**config.mk**
```make
export PLATFORM = sky130hd
export DESIGN_NAME = stopwatch_mmss
export DESIGN_NICKNAME = d
export VERILOG_FILES = /design/src/rtl/stopwatch_mmss.sv
export SDC_FILE = /design/constraint.sdc
export NUM_CORES = 1
export LEC_CHECK = 0
export ABC_AREA = 1
export ABC_CLOCK_PERIOD_IN_PS = 1800
export CORE_UTILIZATION = 51
export CTS_BUF_LIST = sky130_fd_sc_hd__clkbuf_8
export DETAILED_ROUTE_END_ITERATION = 8
export GPL_TIMING_DRIVEN = 0
export PLACE_DENSITY_LB_ADDON = 0.2
export SETUP_SLACK_MARGIN = 0.4
export SYNTH_ARGS = -nofsm -noshare
export SYNTH_HDL_FRONTEND = slang
export SYNTH_SLANG_ARGS = --single-unit
```
**constraint.sdc**
```tcl
create_clock -name i_clk -period 1.8 [get_ports i_clk]
set_input_delay 0.36 -clock i_clk [delete_from_list [all_inputs] [get_ports i_clk]]
set_output_delay 0.36 -clock i_clk [all_outputs]
set_load 0.01 [all_outputs]
```
**src/rtl/stopwatch_mmss.sv**
```systemverilog
// MM:SS stopwatch: BCD seconds/minutes cascade advanced by a one-second tick,
// with an IDLE/RUN/PAUSE/DONE control FSM and a rollover-or-saturate policy at 59:59.
module stopwatch_mmss #(
  parameter int WRAP_EN = 1
) (
  input  logic       i_clk,
  input  logic       i_reset,
  input  logic       i_tick,
  input  logic       i_start_stop,
  input  logic       i_clear,
  output logic [3:0] o_sec_ones,
  output logic [3:0] o_sec_tens,
  output logic [3:0] o_min_ones,
  output logic [3:0] o_min_tens,
  output logic [1:0] o_state,
  output logic       o_running,
  output logic       o_wrap
);

  typedef enum logic [1:0] {
    IDLE  = 2'd0,
    RUN   = 2'd1,
    PAUSE = 2'd2,
    DONE  = 2'd3
  } state_t;

  state_t     state_q, state_d;
  logic [3:0] sec_ones_q, sec_ones_d;
  logic [3:0] sec_tens_q, sec_tens_d;
  logic [3:0] min_ones_q, min_ones_d;
  logic [3:0] min_tens_q, min_tens_d;
  logic       running_q, running_d;
  logic       wrap_q, wrap_d;

  logic count_en;
  logic at_max;

  always_ff @(posedge i_clk) begin
    if (i_reset) begin
      state_q    <= IDLE;
      sec_ones_q <= 4'd0;
      sec_tens_q <= 4'd0;
      min_ones_q <= 4'd0;
      min_tens_q <= 4'd0;
      running_q  <= 1'b0;
      wrap_q     <= 1'b0;
    end else begin
      state_q    <= state_d;
      sec_ones_q <= sec_ones_d;
      sec_tens_q <= sec_tens_d;
      min_ones_q <= min_ones_d;
      min_tens_q <= min_tens_d;
      running_q  <= running_d;
      wrap_q     <= wrap_d;
    end
  end

  // Ticks are qualified by the registered state, so a tick coinciding with a
  // RUN->PAUSE press still counts while PAUSE->RUN / IDLE->RUN presses do not.
  assign count_en = (state_q == RUN) && i_tick;
  assign at_max   = (min_tens_q == 4'd5) && (min_ones_q == 4'd9) &&
                    (sec_tens_q == 4'd5) && (sec_ones_q == 4'd9);

  always_comb begin
    state_d    = state_q;
    sec_ones_d = sec_ones_q;
    sec_tens_d = sec_tens_q;
    min_ones_d = min_ones_q;
    min_tens_d = min_tens_q;
    wrap_d     = 1'b0;

    if (i_clear) begin
      state_d    = IDLE;
      sec_ones_d = 4'd0;
      sec_tens_d = 4'd0;
      min_ones_d = 4'd0;
      min_tens_d = 4'd0;
    end else begin
      if (i_start_stop) begin
        case (state_q)
          IDLE:    state_d = RUN;
          RUN:     state_d = PAUSE;
          PAUSE:   state_d = RUN;
          default: state_d = DONE;
        endcase
      end

      if (count_en) begin
        if (at_max) begin
          if (WRAP_EN != 0) begin
            sec_ones_d = 4'd0;
            sec_tens_d = 4'd0;
            min_ones_d = 4'd0;
            min_tens_d = 4'd0;
            wrap_d     = 1'b1;
          end else begin
            state_d = DONE;
          end
        end else if (sec_ones_q == 4'd9) begin
          sec_ones_d = 4'd0;
          if (sec_tens_q == 4'd5) begin
            sec_tens_d = 4'd0;
            if (min_ones_q == 4'd9) begin
              min_ones_d = 4'd0;
              min_tens_d = min_tens_q + 4'd1;
            end else begin
              min_ones_d = min_ones_q + 4'd1;
            end
          end else begin
            sec_tens_d = sec_tens_q + 4'd1;
          end
        end else begin
          sec_ones_d = sec_ones_q + 4'd1;
        end
      end
    end

    running_d = (state_d == RUN);
  end

  assign o_sec_ones = sec_ones_q;
  assign o_sec_tens = sec_tens_q;
  assign o_min_ones = min_ones_q;
  assign o_min_tens = min_tens_q;
  assign o_state    = state_q;
  assign o_running  = running_q;
  assign o_wrap     = wrap_q;

endmodule

```
# Word level (Yosys, flattened, before mapping)
# Index checks and enable logic that the tools add are counted.
[totals]
out_inout_bits = 20
in_bits = 5
regBits = 20
elab_cells = 50
[op_classes]
n_mux = 17
addsub = 4
bitwise_logic = 1
eq_ne = 7
reduce_logical = 14
[op_table]
columns = ["cell", "n"]
rows = [
  ["$mux 4", 13],
  ["$add 4x1->4 const B", 4],
  ["$eq 4x3->1 const B", 2],
  ["$eq 4x4->1 const B", 2],
  ["$reduce_bool 2->1", 3],
  ["$eq 2x1->1 const B", 2],
  ["$logic_and 1x1->1", 4],
  ["$mux 2", 2],
  ["$pmux 2 s2", 1],
  ["$reduce_and 4->1", 1],
  ["$reduce_or 2->1", 2],
  ["$reduce_and 3->1", 1],
  ["$reduce_or 3->1", 1],
  ["$eq 2x2->1 const B", 1],
  ["$logic_not 2->1", 1],
  ["$reduce_and 2->1", 1],
  ["$mux 1", 1],
  ["$not 1->1", 1],
]

# Depth between registers and ports, before layout
[depth]
word_depth = 6
ltp_mapped = 9
depth_no_buf = 9

# Worst setup path before layout
# Ideal clock, no wire load.
[synth_timing]
path_type = "register -> register"
startpoint = "register min_ones_q[0], in the netlist o_min_ones[0]"
endpoint = "register min_tens_q[2], in the netlist o_min_tens[2]"
t_required_ns = 1.684
arrival_time_ns = 1.258
n_path_buf = 0
period_less_slack_ns = 1.374
path_stages_with_launch = 7
path_slack_ns = 0.426
setup_time_ns = 0.116
path_cell_list = "dfxtp_1 ha_1 nand3_1 nor2_2 nand2_2 o21ai_2 nor2_1"
[synth_via]
elab_chain_len = 6
elab_cells_between_ends = 9
cone_classes = "eq/ne: 1; mux: 1; reduce/logical: 7"
[synth_lines]
columns = ["item", "line_no", "source"]
rows = [
  ["from (decl)", "30", "logic [3:0] min_ones_q, min_ones_d;"],
  ["from (signal assigned)", "51", "min_ones_q <= min_ones_d;"],
  ["$eq 4x4->1 (*)", "61, 103", ""],
  ["$logic_and 1x1->1 (2 in series)", "61", "assign at_max = (min_tens_q == 4'd5) && (min_ones_q == 4'd9) &&"],
  ["$logic_and 1x1->1", "62", "(sec_tens_q == 4'd5) && (sec_ones_q == 4'd9);"],
  ["$reduce_bool 2->1 (no source line)", "n/a", ""],
  ["$reduce_and 4->1 (no source line)", "n/a", ""],
  ["to (signal assigned)", "52", "min_tens_q <= min_tens_d;"],
  ["to (decl)", "31", "logic [3:0] min_tens_q, min_tens_d;"],
]
# Mark *: on every way between the ends. The rest lies on a longest branch, timed or not.
# A chain may end at the register's enable or synchronous reset.

# Worst setup path in the final report
[layout_timing]
startpoint = "register sec_ones_q[1], in the netlist o_sec_ones[1]"
endpoint = "output port o_sec_ones[1]"
[layout_rtl]
columns = ["item", "line_no", "source"]
rows = [
  ["from (decl)", "28", "logic [3:0] sec_ones_q, sec_ones_d;"],
  ["from (signal assigned)", "49", "sec_ones_q <= sec_ones_d;"],
  ["to (decl)", "11", "output logic [3:0] o_sec_ones,"],
]
# No word-level cell between the ends.

==> results by stage <==
Yosys:
- Yosys printed 0 warnings.
- The fraction of post-synthesis cell area in the top cell type by area is between 30 and 40%.
- The most instantiated library cell after synthesis is nand2_1.
- The top cell type by total area after synthesis is dfxtp_1.
- The share of the Yosys chip area taken by registers is 36.4%.
- The synthesized design contains 0 enable-type register cells.
- The synthesized area per cell is between 7 and 8 um^2.
- Among all flip-flop cells after synthesis, the most frequent one is dfxtp_1.
- The commonest cells after synthesis are nand2_1 (29), nor2_1 (22), inv_1 (21).
- After synthesis the netlist holds a flip-flop and latch count of 20.
- Counting flops with an async set or reset pin after synthesis yields a share of 0%.
- The total nets after synthesis is 159.
- The synthesized cell area is about 1100 um^2.
- The synthesized instance count is about 150.
- After synthesis, the cell types taking the most area are dfxtp_1 (36%), nand2_1 (9.9%), ha_1 (9.1%).
- The number of distinct library cells after synthesis is 25.

Final layout:
- Counting the fill cells in the layout gives 143.
- Once layout is done, the placed cells without fillers occupy around 1500 um^2.
- The area growth from synthesis to layout is 40.5%.
- In the final layout, the share of cells above drive strength 1 is between 20% and 30%.
- The number of diodes is 0.
- In the final design database the tool counted between 150 and 200 nets.

Timing:
- Hold timing on the final database bottoms out at a slack of 0.496 ns.
- Across the routed clock network, the largest skew measured is around 0.0024 ns.
- Setup repair after global routing could not meet its margin everywhere.
- The count of final hold-check violations is 0.
- The worst max-slew margin expressed relative to the limit is a little over four fifths.
- Dividing the final minimum period by the clock period gives between 70% and 80%.
- The total setup violations reported at the end of the flow is 0.
- At the pin with the least slew margin, the transition time is 0.227 ns.
- The clock period could shrink to between 1 and 1.5 ns.
- The maximum achievable frequency is between 700 and 800 MHz.
- The max-slew violation count is 0.
- The final total negative setup slack is 0 ns.

Die:
- For this configuration, the core starts out at a cell density of between 50% and 60%.
- The die covers about 2300 um^2.
- The area of the placeable core is about 2000 um^2.
- The floorplan step set the die height to roughly 48 um.
- Row generation in the floorplan step produced 16 rows.
- The die is 48.4 um wide.
- During I/O placement, the number of pins put on the boundary was 25.

CTS:
- The count of H-tree levels built during CTS is 1.
- The clock-pin slew of the registers on the worst-case setup and hold paths is 0.07 ns.
- The clock net in this run drives a total of 20 sinks.
- The clock root buffer is clkbuf_8.
- The number of hold buffers added after CTS was 0.
- The clock passes through at most 2 buffers.
- The clock reaches the later pin of the worst-skew pair after approximately 0.25 ns.
- The CTS tree is yes.
- The total clock buffers created by CTS is 3.

Placement:
- The post-detailed-placement half-perimeter wirelength is around 1.7 mm.
- The quantity of I/O buffers inserted on ports is 24.
- The post-detailed-placement cell area is about 1400 um^2.
- Routability-driven placement finished with a final weighted congestion of between 0.8 and 0.9.

Power:
- The switching part of the total power is roughly a fifth.
- The total power density per cell area is roughly 510 nW/um^2.
- The overall power consumption is around 0.78 mW.
- The worst-case IR drop observed on VDD is roughly 0.35 mV.
- The proportion of power drawn by combinational gates is under 10%.
- The reported net switching power is 0.166 mW.
- The internal power summed over all cells is around 0.62 mW.
- The clock network is responsible for 36.3% of the overall power.
- The sequential share of power is between 50 and 60%.
- For this design the static power due to leakage is between 0.7 and 0.8 nW.

Global routing:
- The first global-routing pass estimated ~3.9 mm of wire.
- Entering global routing, the biggest net connects 11 pins.
- The via count of the first global-routing pass is 960.
- Summed over all layers, the global routing overflow is 0.
- Global routing used between 20% and 30% of the available tracks across all layers.
- The initial antenna violation count is 0.

Routing:
- The count of antenna-violating nets left after detailed routing is 0.
- After detailed routing, the number of remaining DRC violations is 0.
- The via density per instance is approximately 5.0.
- After the first detailed-routing iteration, the DRC count stood at 16.
- The first-pass detailed-route iteration total is 4.
- The total wirelength of the detailed-routed design is 2.44 mm.
- The average wire per cell in the routed design is between 10 and 15 um.
- The total via count after detailed routing is 1,036.

Critical path:
- The sort of element at the start of the critical path is a register.
- At the worst endpoint, the arrival time is 1.00 ns.
- Along the worst path, the maximum fanout reaches 3.
- The type of element capturing the critical path is an output port.
- The data required time at the worst endpoint is 1.44 ns.
- The critical path in this run is classified as register to output port.

Outcome:
- The run finished with clean final reports.

Min path:
- The worst hold path belongs to the class register to register.

Run:
- The tool flagged a number of max-cap violations equal to 0.
## kinds of logic (layout without fill, tap and decap cells)
family	after synthesis	count (layout)	synth area share (%)
compound gates	11	11	5.69
xor+xnor	5	5	3.98
fa+ha+maj	8	8	9.10
buf+inv	24	59	9.21
flops	20	20	36.4
simple gates	78	78	35.6
## state kept, by name, indices dropped and copies added (netlist names)
signal,cells
o_wrap,1
o_min_ones,4
o_sec_ones,4
o_state,2
o_running,1
o_min_tens,4
o_sec_tens,4
## routing by layer
metal / part of all wire [%] / vias up / wire, um / global-route usage (%)
li1: - / 533 / - / -
met1: 45 / 478 / 1090 / 24.3
met2: 52 / 25 / 1280 / 39.9
met3: 3.2 / 0 / 79 / 3.77
met4: 0 / 0 / 0 / 1.47
met5: 0 / - / 0 / 0
## what timing repair did
item                       4_1_cts  5_1_grt
pin swaps                        2        3
setup buffers                    3        4
setup endpoints to repair       36       18
gates cloned                     0        1
resized for setup               31       17
## stage by stage
step | instances | worst slack [ns] | utilization (%)
finish | 208 | 0.436 | 77.2
global route | 208 | 0.364 | 77.2
CTS | 203 | 0.251 | 72.4
detailed placement | 197 | 0.0232 | 68.6
global placement | 197 | 0.0353 | 68.6
floorplan | 146 | 0.426 | -
## path summary, 6_finish.rpt
| path | start | to | slack, ns | depth (start not counted) |
|---|---|---|---|---|
| max | o_sec_ones[1]$_SDFFE_PP0P_ | o_sec_ones[1] | 0.44 | 2 |
| min | o_sec_tens[0]$_SDFFE_PP0P_ | o_sec_tens[0]$_SDFFE_PP0P_ | 0.50 | 2 |
| max reg2reg | o_sec_ones[1]$_SDFFE_PP0P_ | o_sec_tens[3]$_SDFFE_PP0P_ | 0.46 | 8 |
| min reg2reg | o_sec_tens[0]$_SDFFE_PP0P_ | o_sec_tens[0]$_SDFFE_PP0P_ | 0.50 | 2 |
## placed cells by master, fill, tap and decap left out, drive strengths merged
cell type      count
nand4              6
xor2               4
nor2              26
dlygate4sd2       19
xnor2              1
nor4               1
inv               22
nor3               1
dfxtp             20
a21oi              4
o21ai              6
o31a               1
clkdlybuf4s50      3
buf                9
nand2             30
ha                 8
clkbuf             4
dlymetal6s2s       2
or2                1
nand3             13
## critical path, stage by stage, from the launching register on
cell and delay, ns:
dfxtp_4 0.34, buf_4 0.14, dlygate4sd2_1 0.28
## layout make-up
class | instances | area (um^2) | area share, %
flip-flops and latches | 20 | 417 | 27.0
clock buffers | 3 | 41.3 | 2.67
inverters | 22 | 85.1 | 5.51
plain buffers | 2 | 22.5 | 1.46
repair buffers | 32 | 312 | 20.2
multi-input cells | 102 | 634 | 41.1
well taps | 27 | 33.8 | 2.19
## power groups by stage
stage                     Clock, mW  Sequential (mW)  Combinational, mW
after global routing          0.316            0.447             0.0566
final                         0.284            0.447             0.0518
after detailed placement          0            0.460             0.0470
after global placement            0            0.460             0.0455
after CTS                     0.289            0.450             0.0467
after floorplan                   0            0.461             0.0222
(Power assumes the default switching activity.)
